[src/rtl/rv32i_types.sv]
// Shared types for the instruction-side line fill arbiter.
package rv32i_types;

    typedef enum logic [1:0] {IDLE, MEM_DMD, MEM_PF, RESP} arb_state_t;

    localparam int unsigned LINE_OFFSET_BITS = 5;

    localparam logic ARB_OWNER_DMD = 1'b0;
    localparam logic ARB_OWNER_PF  = 1'b1;

    localparam logic [31:0] LINE_OFFSET_MASK = (32'd1 << LINE_OFFSET_BITS) - 32'd1;

    // Clear the byte-in-line offset of an address.
    function automatic logic [31:0] line_align(input logic [31:0] addr);
        return addr & ~LINE_OFFSET_MASK;
    endfunction

endpackage

[src/rtl/line_fill_arbiter.sv]
// Line fill arbiter: shares one burst memory read port between the demand
// miss path and the next-line prefetcher. Demand has priority unless the
// prefetch has waited STARVE_LIMIT cycles. Define LINE_FWD_EN to let a
// demand to the line already being prefetched ride on that fill.
module line_fill_arbiter
    import rv32i_types::*;
#(
    parameter int unsigned LINE_BITS    = 256,
    parameter int unsigned STARVE_LIMIT = 8
) (
    input  logic                 clk,
    input  logic                 rst,
    input  logic                 dmd_read,
    input  logic [31:0]          dmd_addr,
    output logic [LINE_BITS-1:0] dmd_rdata,
    output logic                 dmd_resp,
    input  logic                 pf_read,
    input  logic [31:0]          pf_addr,
    output logic [LINE_BITS-1:0] pf_rdata,
    output logic                 pf_resp,
    output logic                 mem_read,
    output logic [31:0]          mem_addr,
    input  logic [LINE_BITS-1:0] mem_rdata,
    input  logic                 mem_resp,
    output logic                 busy
);

    localparam logic [7:0] STARVE_MAX = 8'(STARVE_LIMIT);

    arb_state_t           state_q, state_d;
    logic [7:0]           pf_wait_cnt_q, pf_wait_cnt_d;
    logic                 mem_read_d;
    logic [31:0]          mem_addr_d;
    logic                 dmd_resp_d, pf_resp_d, busy_d;
    logic [LINE_BITS-1:0] dmd_rdata_d, pf_rdata_d;
    logic                 grant_valid;
    logic                 grant_owner;
`ifdef LINE_FWD_EN
    logic                 merged_q, merged_d;
`endif

    // Next-state, grant decision and registered-output next values.
    always_comb begin
        state_d     = state_q;
        mem_read_d  = mem_read;
        mem_addr_d  = mem_addr;
        dmd_resp_d  = 1'b0;
        pf_resp_d   = 1'b0;
        dmd_rdata_d = dmd_rdata;
        pf_rdata_d  = pf_rdata;
        grant_valid = 1'b0;
        grant_owner = ARB_OWNER_DMD;
`ifdef LINE_FWD_EN
        merged_d    = merged_q;
`endif
        case (state_q)
            IDLE: begin
`ifdef LINE_FWD_EN
                merged_d = 1'b0;
`endif
                if (pf_read && pf_wait_cnt_q == STARVE_MAX) begin
                    grant_valid = 1'b1;
                    grant_owner = ARB_OWNER_PF;
                end else if (dmd_read) begin
                    grant_valid = 1'b1;
                    grant_owner = ARB_OWNER_DMD;
                end else if (pf_read) begin
                    grant_valid = 1'b1;
                    grant_owner = ARB_OWNER_PF;
                end
                if (grant_valid) begin
                    mem_read_d = 1'b1;
                    if (grant_owner == ARB_OWNER_PF) begin
                        state_d    = MEM_PF;
                        mem_addr_d = line_align(pf_addr);
                    end else begin
                        state_d    = MEM_DMD;
                        mem_addr_d = line_align(dmd_addr);
                    end
                end
            end
            MEM_DMD: begin
                if (mem_resp) begin
                    state_d     = RESP;
                    mem_read_d  = 1'b0;
                    dmd_rdata_d = mem_rdata;
                    dmd_resp_d  = 1'b1;
                end
            end
            MEM_PF: begin
`ifdef LINE_FWD_EN
                // A demand for the in-flight line rides on this fill.
                if (dmd_read &&
                    line_align(dmd_addr) == line_align(mem_addr)) begin
                    merged_d = 1'b1;
                end
`endif
                if (mem_resp) begin
                    state_d    = RESP;
                    mem_read_d = 1'b0;
                    pf_rdata_d = mem_rdata;
                    pf_resp_d  = 1'b1;
`ifdef LINE_FWD_EN
                    if (merged_d) begin
                        dmd_rdata_d = mem_rdata;
                        dmd_resp_d  = 1'b1;
                    end
`endif
                end
            end
            RESP: begin
                state_d = IDLE;
`ifdef LINE_FWD_EN
                merged_d = 1'b0;
`endif
            end
            default: state_d = IDLE;
        endcase
        busy_d = (state_d != IDLE);
    end

    // Prefetch starvation counter; a prefetch being served is not waiting.
    always_comb begin
        pf_wait_cnt_d = pf_wait_cnt_q;
        if (!pf_read || state_q == MEM_PF ||
            (grant_valid && grant_owner == ARB_OWNER_PF)) begin
            pf_wait_cnt_d = 8'd0;
        end else if (pf_wait_cnt_q != STARVE_MAX) begin
            pf_wait_cnt_d = pf_wait_cnt_q + 8'd1;
        end
    end

    // State and output registers with synchronous active-low reset.
    always_ff @(posedge clk) begin
        if (!rst) begin
            state_q       <= IDLE;
            pf_wait_cnt_q <= 8'd0;
            mem_read      <= 1'b0;
            mem_addr      <= 32'd0;
            dmd_resp      <= 1'b0;
            pf_resp       <= 1'b0;
            dmd_rdata     <= '0;
            pf_rdata      <= '0;
            busy          <= 1'b0;
`ifdef LINE_FWD_EN
            merged_q      <= 1'b0;
`endif
        end else begin
            state_q       <= state_d;
            pf_wait_cnt_q <= pf_wait_cnt_d;
            mem_read      <= mem_read_d;
            mem_addr      <= mem_addr_d;
            dmd_resp      <= dmd_resp_d;
            pf_resp       <= pf_resp_d;
            dmd_rdata     <= dmd_rdata_d;
            pf_rdata      <= pf_rdata_d;
            busy          <= busy_d;
`ifdef LINE_FWD_EN
            merged_q      <= merged_d;
`endif
        end
    end

endmodule

[config.mk]
export PLATFORM = sky130hd
export DESIGN_NAME = line_fill_arbiter
export DESIGN_NICKNAME = d
export VERILOG_FILES = /design/src/rtl/rv32i_types.sv /design/src/rtl/line_fill_arbiter.sv
export SDC_FILE = /design/constraint.sdc
export NUM_CORES = 1
export LEC_CHECK = 0
export ABC_AREA = 1
export BUFFER_PORTS_ARGS = -buffer_cell sky130_fd_sc_hd__buf_2
export CAP_MARGIN = 30
export CORE_AREA = 2 2 341 343
export DETAILED_ROUTE_END_ITERATION = 16
export DIE_AREA = 0 0 343 345
export GPL_TIMING_DRIVEN = 0
export SKIP_CTS_REPAIR_TIMING = 1
export SLEW_MARGIN = 20
export SYNTH_ARGS = -nofsm -noshare
export SYNTH_HDL_FRONTEND = slang
export SYNTH_SLANG_ARGS = --single-unit
[constraint.sdc]
create_clock -name clk -period 3.2 [get_ports clk]
set_input_delay 0 -clock clk [delete_from_list [all_inputs] [get_ports clk]]
set_output_delay 0 -clock clk [all_outputs]
set_load 0.05 [all_outputs]
==> flow_summary_export.csv, run 1 <==
group,metric,value,unit
outcome,status,"finished, final reports clean",
grt,overflow,0,
clock_network,path_clk_slew,60,ps
sta,tightestPinTransition,926,ps
yosys,ys_seq_area_share,56.4,%
clock_network,cts_tree,"done",
power,seq_power_share,37.9,%
layout,nets,4132,
route,avgRoutedWirePerCell,19.8,um
grt,grt_pass1_vias,19577,
layout,final_core_util,27.3,%
sta,layout_setup_ws,197,ps
sta,finalCriticalPeriod,3000,ps
floorplanning,initial_core_util,17.0,%
placed_design,post-place-ws,49.0,ps
route,ant_nets,0,
worst_setup_path,worstPathRequired,3760,ps
layout,syn_to_final_growth,60.0,%
yosys,synth_compound_area_share,13.2,%
worst_setup_path,slowest_delay,550,ps
floorplanning,dieArea,118000,sq um
sta,fin_skew,15.8,ps
floorplanning,die_h,345,um
clock_network,cts_root_buf,"clkbuf_16",
sta,maxSlewViolCount,0,
layout,drive_gt1_share,27.6,%
yosys,synth_top_family_by_area,"simple AND/OR/NAND/NOR gates",
yosys,yosysUniqueCellTypes,23,
worst_setup_path,cp_common_cell,"dlygate4sd3_1",
power,comb_power_share,21.9,%
clock_network,clkSinkCount,553,
route,drcViolationCount,0,
route,drt_iter0_markers,1290,
yosys,syn-mean-instance-area,7.69,sq um
yosys,synth_cells,2551,
grt,grt_pass1_wl,142000,um
route,vias,22232,
placed_design,hpwl,83100,um
worst_setup_path,path_cells,"inv_1 -> ha_1 -> nand3_2 -> nor2_4 -> nand2_4 -> nand2_4 -> nand2_1 -> dlygate4sd3_1 -> nand3_1 -> dlygate4sd3_1 -> nand2_1 -> dlygate4sd3_1 -> inv_1",
yosys,yosys_register_bits,553,
placed_design,io_buffer_count,856,
route,firstDrtPassIters,5,
yosys,synth_xor_area_share,0.268,%
sta,fin_crit_sh,93.8,%
min_path,hold_path.class,"input pin to flop",
job,cap_violations,0,
clock_network,htreeDepth,3,
worst_setup_path,crit_slowest_cell,"dlygate4sd3_1",
grt,grt_max_degree,15,
sta,finalHoldViolations,0,
clock_network,cts_buffers,66,
worst_setup_path,crit_buf_inv,5,
yosys,synth_mux_area_share,0,%
clock_network,clock_latency,610,ps
yosys,synth_fa_ha_area_share,0.446,%
route,via_per_inst,4.12,
sta,slew_headroom,38.2,%
power,power,20.0,mW
layout,nFillCells,12561,
power,power_per_cell_area,638,nW/um^2
floorplanning,core_area,115000,sq um
worst_setup_path,cp.arrival,3560,ps
route,drt-total-wl,107000,um
floorplanning,io_pins,873,
power,ir_drop,0.439,mV
power,p_clk_share,40.2,%
yosys,yosys.area_share.simple,24.4,%
sta,finalSetupTns,0,ps
floorplanning,row_count,125,
sta,finalSetupViolCount,0,
sta,rsz0062_at_grt,"no",
worst_setup_path,cp_max_fo,10,
power,p_int,13.4,mW
power,leakage,14.3,nW
placed_design,gp_congestion,0.906,
sta,fmax,0.333,GHz
worst_setup_path,critPathKind,"flop to flop",
yosys,yosysWarningCount,0,
power,switchingPower,6.66,mW
yosys,syn-cell-area,19600,sq um
floorplanning,dieWidth,343,um
clock_network,cts_buffer_depth,3,
power,sw_frac_of_total,33.3,%
worst_setup_path,cpLargestDelayFamily,"buffers and inverters",
grt,grt_antenna_before_repair,26,
worst_setup_path,end_kind,"flop",
worst_setup_path,startpoint_type,"flop",
grt,gr-usage-all-layers,16.7,%
-- metal layers --
metal	track usage, %	wire length, um	vias to the layer above
li1	-	-	10642
met2	27.4	49300	982
met5	0	41	-
met4	5.73	3950	8
met1	20.4	44100	10404
met3	5.56	9370	196
-- kinds of logic after synthesis --
logic type      after synthesis
fa+ha+maj                     7
xor+xnor                      6
compound gates              519
other cells                   1
simple gates               1232
flops                       553
buf+inv                     233
-- worst register-to-register path, cell delays in order (launching register included) --
cell and delay (ps):
dfxtp_1 350, inv_1 70, ha_1 160, nand3_2 120
nor2_4 180, nand2_4 80, nand2_4 140, nand2_1 70
dlygate4sd3_1 550, nand3_1 60, dlygate4sd3_1 540, nand2_1 50
dlygate4sd3_1 550, inv_1 50
-- power groups by stage --
stage               sequential (mW)  combinational (mW)  clock [mW]
finish                         7.59                4.39        8.04
global route                   7.63                4.68        8.56
CTS                            7.58                4.03        8.28
detailed placement             7.73                4.03           0
global placement               7.71                4.01           0
floorplan                      9.32                1.05           0
-- flip-flops by register name (all words and copies together) (netlist names) --
| register | flops |
|---|---|
| mem_read | 1 |
| dmd_rdata | 256 |
| pf_wait_cnt_q | 8 |
| state_q | 2 |
| dmd_resp | 1 |
| pf_resp | 1 |
| busy | 1 |
| pf_rdata | 256 |
| mem_addr | 27 |
-- Yosys cell counts, drive strengths merged --
cell	instances	area, sq um
nand3	62	365
conb	1	3.75
o21ai	517	2590
dfxtp	553	11100
nand2	74	293
xor2	4	35.0
xnor2	2	17.5
a21oi	2	10.0
buf	81	450
ha	7	87.6
nor3	2	10.0
clkbuf	109	409
nor2	1093	4110
nand4	1	6.26
inv	43	161
-- metrics by stage --
| stage | std cells | cell area [sq um] | hold slack (ps) |
|---|---|---|---|
| 2_1_floorplan | 2555 | 19600 | 164 |
| 3_3_place_gp | 4935 | 25800 | 263 |
| 3_5_place_dp | 4937 | 25800 | 269 |
| 4_1_cts | 5055 | 28100 | -427 |
| 5_1_grt | 5375 | 31300 | 153 |
| 6_report | 5391 | 31400 | 150 |
-- final cells by class --
cell class	count	area [sq um]	share of cell area (%)
Clock inverter	27	392	1.25
Timing Repair Buffer	1177	7500	23.9
Multi-Input combinational cell	1769	7540	24.0
Antenna cell	17	42.5	0.136
Tap cell	1524	1910	6.08
Buffer	190	862	2.75
Clock buffer	91	1910	6.08
Sequential cell	553	11100	35.3
Inverter	43	161	0.514
-- worst paths after layout --
check	from	end	slack [ps]	cells past startpoint
max	pf_wait_cnt_q[0]	mem_addr[31]	200	13
min	rst	dmd_rdata[240]	150	4
max reg2reg	pf_wait_cnt_q[0]	mem_addr[31]	200	13
min reg2reg	pf_rdata[163]	pf_rdata[163]	470	2
-- placed cells by master (no fill, tap or decap), types with 42 or more instances in the layout --
cell type,netlist,routed
nand2_1,72,72
nand3_1,51,51
o21ai_0,517,517
dlygate4sd3_1,0,319
inv_1,42,42
clkbuf_16,0,69
dfxtp_1,553,553
nor2_1,1092,1092
buf_2,69,925
clkbuf_1,109,119
No activity file was read; power rests on OpenSTA's default activity.
==> inputs of run 2 (changes only) <==
--- a/config.mk
+++ b/config.mk
@@ -12,6 +12,7 @@
 export DETAILED_ROUTE_END_ITERATION = 16
 export DIE_AREA = 0 0 343 345
 export GPL_TIMING_DRIVEN = 0
+export PLACE_DENSITY = 0.34
 export SKIP_CTS_REPAIR_TIMING = 1
 export SLEW_MARGIN = 20
 export SYNTH_ARGS = -nofsm -noshare
==> flow_summary_export.csv, run 2 (synthesized netlist as in run 1, its figures left out) <==
group,metric,value,unit
grt,grt_pass1_vias,19940,
clock_network,cts_buffers,72,
route,ant_nets,0,
floorplanning,initial_core_util,17.0,%
clock_network,clkSinkCount,553,
worst_setup_path,crit_slowest_cell,"clkbuf_1",
grt,overflow,0,
min_path,hold_path.class,"input pin to flop",
floorplanning,dieWidth,343,um
worst_setup_path,startpoint_type,"flop",
sta,finalSetupTns,0,ps
sta,maxSlewViolCount,0,
grt,grt_max_degree,12,
placed_design,post-place-ws,62.3,ps
floorplanning,dieArea,118000,sq um
clock_network,clock_latency,630,ps
worst_setup_path,crit_buf_inv,3,
power,ir_drop,0.317,mV
sta,finalSetupViolCount,0,
route,drt-total-wl,103000,um
route,avgRoutedWirePerCell,19.1,um
floorplanning,row_count,125,
grt,grt_antenna_before_repair,16,
worst_setup_path,worstPathRequired,3760,ps
placed_design,placed_area,25800,sq um
clock_network,htreeDepth,3,
layout,stdcell_count,5391,
power,power,20.2,mW
clock_network,path_clk_slew,60,ps
clock_network,cts_root_buf,"clkbuf_16",
placed_design,gp_congestion,0.814,
layout,largest_registers,"dmd_rdata (256), pf_rdata (256), mem_addr (27)",
floorplanning,core_area,115000,sq um
layout,stdcell_area,31400,sq um
floorplanning,io_pins,873,
sta,fmax,0.365,GHz
sta,tightestPinTransition,801,ps
layout,layout_common_cells,"1092 x nor2_1, 925 x buf_2, 553 x dfxtp_1",
worst_setup_path,slowest_delay,550,ps
sta,fin_skew,22.6,ps
worst_setup_path,reg2reg_slack,460,ps
placed_design,hpwl,79100,um
sta,fin_crit_sh,85.5,%
route,drt_iter0_markers,946,
power,power_per_cell_area,643,nW/um^2
placed_design,place_inst,4935,
route,drcViolationCount,0,
power,leakage,14.4,nW
route,firstDrtPassIters,4,
sta,slew_headroom,46.6,%
layout,syn_to_final_growth,60.2,%
layout,nets,4133,
sta,whs,-20.2,ps
route,vias,21055,
sta,rsz0062_at_grt,"no",
worst_setup_path,path_cells,"inv_1 -> ha_1 -> nand2_1 -> buf_2 -> clkbuf_1 -> o21ai_0 -> nor2_1",
placed_design,io_buffer_count,856,
sta,layout_setup_ws,463,ps
worst_setup_path,cp_max_fo,10,
worst_setup_path,end_kind,"flop",
layout,final_core_util,27.3,%
sta,finalCriticalPeriod,2740,ps
job,cap_violations,0,
worst_setup_path,cpLargestDelayFamily,"buffers and inverters",
grt,grt_pass1_wl,143000,um
layout,final_common_cell,"nor2_1",
sta,finalHoldViolations,5,
layout,drive_gt1_share,27.5,%
outcome,status,"finished with violations",
worst_setup_path,critPathKind,"flop to flop",
clock_network,cts_tree,"done",
floorplanning,die_h,345,um
worst_setup_path,cp.arrival,3290,ps
outcome,violations,"hold timing",
grt,gr-usage-all-layers,16.5,%
route,via_per_inst,3.91,
clock_network,cts_buffer_depth,3,
## run 2: cell count changes in the layout (fill, tap and decap cells not counted), sizes merged
| cell | delta |
|---|---|
| clkinvlp | -2 |
| dlygate4sd3 | -3 |
| clkinv | -2 |
| inv | -2 |
| bufinv | -3 |
| diode | -5 |
| buf | -2 |
| clkbuf | +19 |
## run 2: layout make-up
| type | instances | area [sq um] |
|---|---|---|
| fillers | 13011 | 83700 |
| flip-flops and latches | 553 | 11100 |
| multi-input cells | 1769 | 7540 |
| repair buffers | 1172 | 7450 |
| clock buffers | 110 | 2160 |
| well taps | 1524 | 1910 |
| plain buffers | 190 | 861 |
| clock inverters | 18 | 253 |
| inverters | 43 | 161 |
| diodes | 12 | 30.0 |
## run 2: worst paths after layout
check / cells past startpoint / to / start
worst min register to register: 2 / pf_rdata[71] / pf_rdata[71]
worst min-delay path: 5 / pf_wait_cnt_q[5] / pf_read
worst max register to register: 7 / pf_rdata[198] / state_q[0]
worst max-delay path: 7 / pf_rdata[198] / state_q[0]
## run 2: worst register-to-register path, cell delays in order, from the launching register on
cell and delay [ps]:
dfxtp_1 380, inv_1 110, ha_1 230, nand2_1 400
buf_2 460, clkbuf_1 550, o21ai_0 370, nor2_1 170
## run 2: power by group
part	leakage (nW)	switching, mW	internal, mW
combinational	8.69	3.10	1.20
sequential	4.50	0.234	7.36
clock	1.18	3.34	4.99
## run 2: metal layers
layer	vias to the layer above	GRT usage, %	share of wire [%]
li1	10655	-	-
met4	4	4.39	2.0
met3	110	6.33	8.5
met1	9634	18.0	39
met2	652	29.6	50
met5	-	0	0.020
